File: src/rtl/cpu_pkg.sv
// Shared CPU constants: control-store geometry, sequencer defaults and the
// bit layout of the sequencing field inside a control word.
package cpu_pkg;
    localparam int AW  = 3;
    localparam int CW  = 21;
    localparam int OPW = 2;

    localparam logic [AW-1:0] FETCH_ADDR = 3'd1;
    localparam logic [AW-1:0] MAP_BASE   = 3'd4;

    // Sequencing field lives in the low bits of the control word
    localparam int SEQ_LSB   = 0;
    localparam int SEQ_MSB   = 2;
    localparam int SEQ_W     = SEQ_MSB - SEQ_LSB + 1;
    localparam int SEQ_MAP   = 2;
    localparam int SEQ_FETCH = 1;
    localparam int SEQ_SKIP  = 0;
endpackage

File: src/rtl/useq_next.sv
// Combinational next-address selection for the microsequencer.
// Decides the next micro-PC plus the dispatch handshake/stall flags.
module useq_next #(
    parameter int            AW         = cpu_pkg::AW,
    parameter int            OPW        = cpu_pkg::OPW,
    parameter logic [AW-1:0] FETCH_ADDR = AW'(cpu_pkg::FETCH_ADDR),
    parameter logic [AW-1:0] MAP_BASE   = AW'(cpu_pkg::MAP_BASE)
) (
    input  logic                      reset,
    input  logic                      halt,
    input  logic [cpu_pkg::SEQ_W-1:0] seq,
    input  logic [AW-1:0]             upc,
    input  logic [OPW-1:0]            opcode,
    input  logic                      ir_valid,
    input  logic                      cond,
    output logic [AW-1:0]             addr,
    output logic                      ir_ack,
    output logic                      stall,
    output logic                      fetch_xfer
);
    import cpu_pkg::*;

    // First match wins; FETCH outranks MAP which outranks SKIP
    always_comb begin
        addr       = upc + AW'(1);
        ir_ack     = 1'b0;
        stall      = 1'b0;
        fetch_xfer = 1'b0;
        if (reset) begin
            addr = FETCH_ADDR;
        end else if (halt) begin
            addr = upc;
        end else if (seq[SEQ_FETCH]) begin
            addr       = FETCH_ADDR;
            fetch_xfer = 1'b1;
        end else if (seq[SEQ_MAP]) begin
            if (ir_valid) begin
                addr   = MAP_BASE + AW'(opcode);
                ir_ack = 1'b1;
            end else begin
                addr  = upc;
                stall = 1'b1;
            end
        end else if (seq[SEQ_SKIP]) begin
            addr = cond ? upc + AW'(2) : upc + AW'(1);
        end
    end
endmodule

File: src/rtl/useq.sv
// Microprogram sequencer: holds the micro-PC and retired-instruction
// bookkeeping; next-address choice is delegated to useq_next.
module useq #(
    parameter int            AW         = cpu_pkg::AW,
    parameter int            CW         = cpu_pkg::CW,
    parameter int            OPW        = cpu_pkg::OPW,
    parameter logic [AW-1:0] FETCH_ADDR = AW'(cpu_pkg::FETCH_ADDR),
    parameter logic [AW-1:0] MAP_BASE   = AW'(cpu_pkg::MAP_BASE),
    parameter int            CNTW       = 8
) (
    input  logic            clk2,
    input  logic            reset,
    input  logic [CW-1:0]   cword,
    input  logic [OPW-1:0]  opcode,
    input  logic            ir_valid,
    input  logic            cond,
    input  logic            halt,
    output logic [AW-1:0]   addr,
    output logic [AW-1:0]   upc,
    output logic            ir_ack,
    output logic            stall,
    output logic            instr_done,
    output logic [CNTW-1:0] instr_count
);
    import cpu_pkg::*;

    logic [AW-1:0]   upc_q;
    logic            done_q;
    logic [CNTW-1:0] cnt_q;
    logic            fetch_xfer;
    logic [SEQ_W-1:0] seq;
    logic            unused_cword_hi;

    assign seq             = cword[SEQ_MSB:SEQ_LSB];
    assign unused_cword_hi = ^cword[CW-1:SEQ_MSB+1];

    useq_next #(
        .AW         (AW),
        .OPW        (OPW),
        .FETCH_ADDR (FETCH_ADDR),
        .MAP_BASE   (MAP_BASE)
    ) u_next (
        .reset      (reset),
        .halt       (halt),
        .seq        (seq),
        .upc        (upc_q),
        .opcode     (opcode),
        .ir_valid   (ir_valid),
        .cond       (cond),
        .addr       (addr),
        .ir_ack     (ir_ack),
        .stall      (stall),
        .fetch_xfer (fetch_xfer)
    );

    // The control store latches addr on this same edge, keeping cword aligned with upc
    always_ff @(posedge clk2) begin
        if (reset) begin
            upc_q  <= FETCH_ADDR;
            done_q <= 1'b0;
            cnt_q  <= '0;
        end else begin
            upc_q  <= addr;
            done_q <= fetch_xfer;
            if (fetch_xfer)
                cnt_q <= cnt_q + CNTW'(1);
        end
    end

    assign upc         = upc_q;
    assign instr_done  = done_q;
    assign instr_count = cnt_q;
endmodule

File: config.mk
export PLATFORM = sky130hd
export DESIGN_NAME = useq
export DESIGN_NICKNAME = d
export VERILOG_FILES = /design/src/rtl/cpu_pkg.sv /design/src/rtl/useq_next.sv /design/src/rtl/useq.sv
export SDC_FILE = /design/constraint.sdc
export NUM_CORES = 1
export LEC_CHECK = 0
export ABC_AREA = 1
export CORE_UTILIZATION = 37
export DETAILED_ROUTE_END_ITERATION = 8
export GPL_ROUTABILITY_DRIVEN = 0
export GPL_TIMING_DRIVEN = 1
export PLACE_DENSITY = 0.93
export SLEW_MARGIN = 20
export SYNTH_ARGS = -nofsm -noshare
export SYNTH_HDL_FRONTEND = slang
export SYNTH_SLANG_ARGS = --single-unit
File: constraint.sdc
create_clock -name clk2 -period 2.3 [get_ports clk2]
set_input_delay 0.575 -clock clk2 [delete_from_list [all_inputs] [get_ports clk2]]
set_output_delay 0.575 -clock clk2 [all_outputs]
set_load 0.02 [all_outputs]
==> impl_metrics.json, run 1 <==
{
  "synth_xor_xnor_area_share_pct": 0,
  "pwr-share-clk_pct": 22.0,
  "grt_max_degree": 9,
  "syn_area_um2": 683,
  "final_net_count": 182,
  "insertion_delay_ns": 0.27,
  "most-common-layout-cells": "buf_4, nand2_1, inv_1",
  "sequential_cell_area_um2": 240,
  "whs_ns": 0.524,
  "cts.path.max_buffers": 2,
  "drt-initial-drc-count": 14,
  "final-hold-violation-count": 0,
  "max_cap_violations": 0,
  "number_of_synthesis_warnings": 0,
  "first_pass_grt_wire_length_um": 2870,
  "wire_per_inst_um": 11.4,
  "seqPwrFrac_pct": 44.1,
  "filler_cell_count": 144,
  "critical_path_class": "in2out",
  "maxClockFrequency_mhz": 449,
  "tritoncts": "yes",
  "final_period_utilization_pct": 96.7,
  "power.share.switching_pct": 31.0,
  "clock_skew_ns": 0.00118,
  "diodes": 0,
  "hold_removal_path_class": "reg2reg",
  "vias": 806,
  "ir_drop_v": 0.000445,
  "worst-endpoint-required_ns": 1.73,
  "drtAntennaViolNets": 0,
  "worst_slew_margin_rel_pct": 84.4,
  "layout.cells.most_common": "buf_4",
  "timing.critical_path.to_type": "output pin",
  "synthesis.nets": 131,
  "syn_to_final_growth_pct": 72.0,
  "global_route_total_overflow": 0,
  "synthCells": 101,
  "floorplan.initialDensity_pct": 39.6,
  "clock_sink_count": 12,
  "slew_violations": 0,
  "grt_use_total_pct": 19.9,
  "clkSlewWorstSetupHoldPaths_ns": 0.06,
  "fp.dieW_um": 45.0,
  "yosys.area_share.simple_pct": 37.0,
  "number_of_global_route_vias_before_repair": 718,
  "register_area_share_after_synthesis_pct": 35.2,
  "dpl.hpwl_um": 1320,
  "synth_fa_ha_area_share_pct": 3.66,
  "p_leak_uw": 0.000585,
  "setup-violations-final": 0,
  "layout_min_cycle_time_ns": 2.22,
  "design.portCount": 45,
  "p_sw_uw": 173,
  "drive_gt1_share_pct": 32.7,
  "slew_at_the_pin_closest_to_its_max_slew_limit_ns": 0.234,
  "worst-endpoint-arrival_ns": 1.65,
  "vias_per_cell": 4.61,
  "pwr_density_cell_mw_per_mm2": 474,
  "detail_route.first_pass.iterations": 4,
  "fp.coreArea_mm2": 0.00173,
  "syn-mean-instance-area_um2": 6.76,
  "postLayoutSetupSlackWorst_ns": 0.0752,
  "rows": 15,
  "rsz0062_at_grt": "no",
  "ys_ff_latch": 12,
  "pre_cts_ws_ns": -0.469,
  "run_status": "complete, no violations",
  "numPortBuffers": 26,
  "cts-root-buf": "clkbuf_4",
  "yosys.cell_types.count": 18,
  "tritoncts.num_buffers": 3,
  "dominant_combinational_cell_family_by_area_after_synthesis": "simple AND/OR/NAND/NOR gates",
  "cts_htree_levels": 1,
  "cp_max_fo": 3,
  "die_height_um": 45.0,
  "synth-compound-area-share_pct": 13.7,
  "die_area_mm2": 0.00202,
  "area_used_by_multi_input_combinational_logic_um2": 405,
  "mux_share_of_post_synthesis_cell_area_pct": 0,
  "drt_drc_violations_left": 0,
  "drt_wirelength_um": 2000,
  "comb_power_share_pct": 33.9,
  "antenna_found_initial": 0,
  "cellInternalPower_uw": 384,
  "cp-start-kind": "input pin"
}
## kinds of logic (layout without fill, tap and decap cells)
group | after synthesis | count (layout)
adder cells (fa/ha/maj) | 2 | 2
AO/OA/AOI/OAI | 17 | 17
buffers and inverters | 19 | 68
flip-flops | 12 | 12
AND/OR/NAND/NOR | 51 | 51
## registers in the layout, summed over array words and instances, names as in the netlist
signal       flops
instr_done       1
upc              3
instr_count      8
## repair_timing
item                                    in CTS  in global routing
pin swaps                                    0                  8
hold buffers                                 0                  0
endpoints found under the setup margin       5                  6
buffers inserted                             8                  1
gates resized for setup                     22                 20
## stage by stage
stage	setup TNS (ns)	cell area, µm²	std cells	total power, µW	util [%]
global placement	-1.92	1060	163	406	61.2
finish	0	1170	175	557	68.0
global route	0	1170	175	587	68.0
detailed placement	-2.05	1060	163	409	61.2
floorplan	0	683	101	323	-
CTS	0	1130	174	547	65.5
## power by group through the flow
| stage | combinational [µW] | clock, µW | sequential, µW |
|---|---|---|---|
| after floorplan | 56.2 | 0 | 267 |
| after global placement | 156 | 0 | 250 |
| after detailed placement | 159 | 0 | 250 |
| after CTS | 176 | 125 | 246 |
| after global routing | 203 | 136 | 248 |
| final | 189 | 123 | 246 |
## synth_stat cells
cell      count  area (µm²)
nor2_1       10        37.5
a22o_1        1        8.76
o21ai_0       4        20.0
o211ai_1      2        15.0
nand2_1      23        86.3
inv_2         3        11.3
ha_1          2        25.0
nand3b_1      1        7.51
inv_1        16        60.1
nand3_2       2        20.0
nor2_4        3        33.8
o21ai_1       3        15.0
nand3_1       6        30.0
nand4_1       2        12.5
nor2_2        1        6.26
dfxtp_1      12         240
a21oi_1       7        35.0
nand2_2       3        18.8
## routing by layer
layer	vias to the layer above	share of wire [%]	wire (µm)	GRT usage, %
met3	6	5.7	114	3.60
met2	25	49	972	34.8
met1	354	43	854	21.8
met5	-	0	0	0
li1	421	-	-	-
met4	0	2.8	56	12.7
## final cells by class
class | count | area share, %
Clock buffer | 3 | 1.92
Inverter | 19 | 6.07
Multi-Input combinational cell | 70 | 34.5
Sequential cell | 12 | 20.4
Tap cell | 25 | 2.66
Timing Repair Buffer | 46 | 34.4
## final timing paths
check	from	depth (start not counted)	end	slack, ns
worst max register to register	upc[0]	10	upc[0]	0.67
worst min-delay path	instr_count[0]	1	instr_count[0]	0.52
worst min register to register	instr_count[0]	1	instr_count[0]	0.52
worst max-delay path	reset	6	stall	0.08
## worst max-delay path: stages
cell             delay (ns)
clkdlybuf4s50_1        0.44
buf_4                  0.17
nor2_1                 0.12
nand2_1                0.08
nor2_1                 0.09
buf_2                  0.17
Note: power is estimated with default switching activity, not from simulation.
==> inputs of run 2 (changes only) <==
- ABC_CLOCK_PERIOD_IN_PS: default -> 2450
- CORE_UTILIZATION: 37 -> 35
- PLACE_DENSITY: 0.93 -> 0.9
- clock period: 2.3 -> 2.45 ns (I/O delays scaled with it)
==> run 2 against run 1 <==
Worst setup slack got worse by 0.0059 ns. Wire length fell by 11%. Sequential cell count is the same. Clock skew rose by 0.00072 ns. Combinational power down 19%. Register-to-register slack better by 0.53 ns. Power is 9.3% lower. Global-route usage fell by 1.9 points. Via count decreased by 3.0%. First-iteration DRC count decreased by 64%. Clock power is essentially flat.
==> impl_metrics.json, run 2 (synthesized netlist as in run 1, its figures left out) <==
{
  "run_status": "complete, no violations",
  "vias_per_cell": 4.63,
  "slew_at_the_pin_closest_to_its_max_slew_limit_ns": 0.249,
  "cp_top_family": "buffers and inverters",
  "worst_slew_margin_rel_pct": 83.2,
  "cpMostUsedCell": "nand2_1",
  "fp.dieW_um": 46.2,
  "whs_ns": 0.503,
  "wire_per_inst_um": 10.5,
  "final_net_count": 176,
  "holdPathStages": 1,
  "critical_path.max_stage_delay_ns": 0.48,
  "detail_route.first_pass.iterations": 4,
  "numPortBuffers": 26,
  "hold_removal_path_class": "reg2reg",
  "setup_total_negative_slack_ns": 0,
  "setup-violations-final": 0,
  "antenna_found_initial": 0,
  "global_route_total_overflow": 0,
  "drt-initial-drc-count": 5,
  "die_height_um": 46.2,
  "filler_cell_count": 176,
  "cp-start-kind": "input pin",
  "most-common-layout-cells": "nand2_1, clkdlybuf4s50_1, inv_1",
  "vias": 782,
  "diodes": 0,
  "drt_wirelength_um": 1780,
  "critical_path_class": "in2out",
  "clock_skew_ns": 0.00190,
  "final-hold-violation-count": 0,
  "ir_drop_v": 0.000333,
  "rows": 15,
  "rr_worst_depth": 6,
  "clock_sink_count": 12,
  "grt_use_total_pct": 18.0,
  "worst_path_max_delay_cell": "clkdlybuf4s50_1",
  "clkSlewWorstSetupHoldPaths_ns": 0.07,
  "drive_gt1_share_pct": 24.3,
  "tritoncts": "yes",
  "worst-endpoint-arrival_ns": 1.77,
  "final_period_utilization_pct": 97.2,
  "grt_max_degree": 9,
  "maxClockFrequency_mhz": 420,
  "timing.critical_path.to_type": "output pin",
  "cts-hold-fix-buffers": 0,
  "syn_to_final_growth_pct": 58.8,
  "design.portCount": 45,
  "slew_violations": 0,
  "tritoncts.num_buffers": 3,
  "first_pass_grt_wire_length_um": 2700,
  "cts.path.max_buffers": 2,
  "path_cells": "clkdlybuf4s50_1 -> inv_1 -> nand2_1 -> nand2_1 -> a21oi_1 -> nand3_1 -> buf_4",
  "layout_min_cycle_time_ns": 2.38,
  "flip_flop_count_of_the_largest_register_all_copies_and_words_added": 8,
  "drt_drc_violations_left": 0,
  "critPathBufInv": 3,
  "number_of_global_route_vias_before_repair": 701,
  "drtAntennaViolNets": 0,
  "cts-root-buf": "clkbuf_4",
  "p_leak_uw": 0.000508,
  "worstSetupPathDepth": 7,
  "floorplan.initialDensity_pct": 38.3,
  "cp_max_fo": 3,
  "max_cap_violations": 0,
  "insertion_delay_ns": 0.27,
  "worst-endpoint-required_ns": 1.84,
  "dpl.hpwl_um": 1450,
  "fp.coreArea_mm2": 0.00178,
  "cts_htree_levels": 1,
  "layout.cells.most_common": "nand2_1",
  "die_area_mm2": 0.00213,
  "pwr_density_cell_mw_per_mm2": 466,
  "rsz0062_at_grt": "no"
}
-- run 2: worst paths after layout --
kind	from	endpoint	slack, ns
worst min register to register	instr_count[3]	instr_count[3]	0.50
worst min-delay path	instr_count[3]	instr_count[3]	0.50
worst max-delay path	ir_valid	addr[0]	0.07
worst max register to register	upc[0]	upc[1]	1.20
-- run 2: layout make-up --
class / instances / area [µm²] / area share (%)
Multi-Input combinational cell: 70 / 374 / 34.5
Tap cell: 25 / 31.3 / 2.88
Clock buffer: 3 / 22.5 / 2.08
Timing Repair Buffer: 40 / 345 / 31.8
Inverter: 19 / 71.3 / 6.57
Sequential cell: 12 / 240 / 22.1
-- run 2: where the power goes --
| part | internal (µW) | total (µW) | switching, µW |
|---|---|---|---|
| clock network | 56.9 | 120 | 62.7 |
| logic | 80.7 | 154 | 73.6 |
| registers | 210 | 231 | 21.2 |
| total | 348 | 505 | 157 |
-- run 2: per-layer routing --
layer  part of all wire, %  global-route usage (%)
met5                     0                       0
met4                  0.79                    9.41
met3                   5.5                    3.53
met2                    50                    34.9
met1                    43                    17.4
-- run 2: timing repair --
| action | 4_1_cts | 5_1_grt |
|---|---|---|
| gates cloned | 0 | 0 |
| setup buffers | 0 | 1 |
| pin swaps | 0 | 1 |
| gates resized for setup | 15 | 7 |
| endpoints found under the setup margin | 5 | 5 |
-- run 2: metrics by stage --
step	instance area [µm²]	power, µW	setup WS [ns]	cells	utilization (%)
2_1_floorplan	683	303	0.538	101	-
3_3_place_gp	1070	385	-0.400	165	60.1
3_5_place_dp	1070	392	-0.405	165	60.1
4_1_cts	1080	507	0.00320	168	60.5
5_1_grt	1080	534	0.00519	169	60.8
6_report	1080	505	0.0693	169	60.8
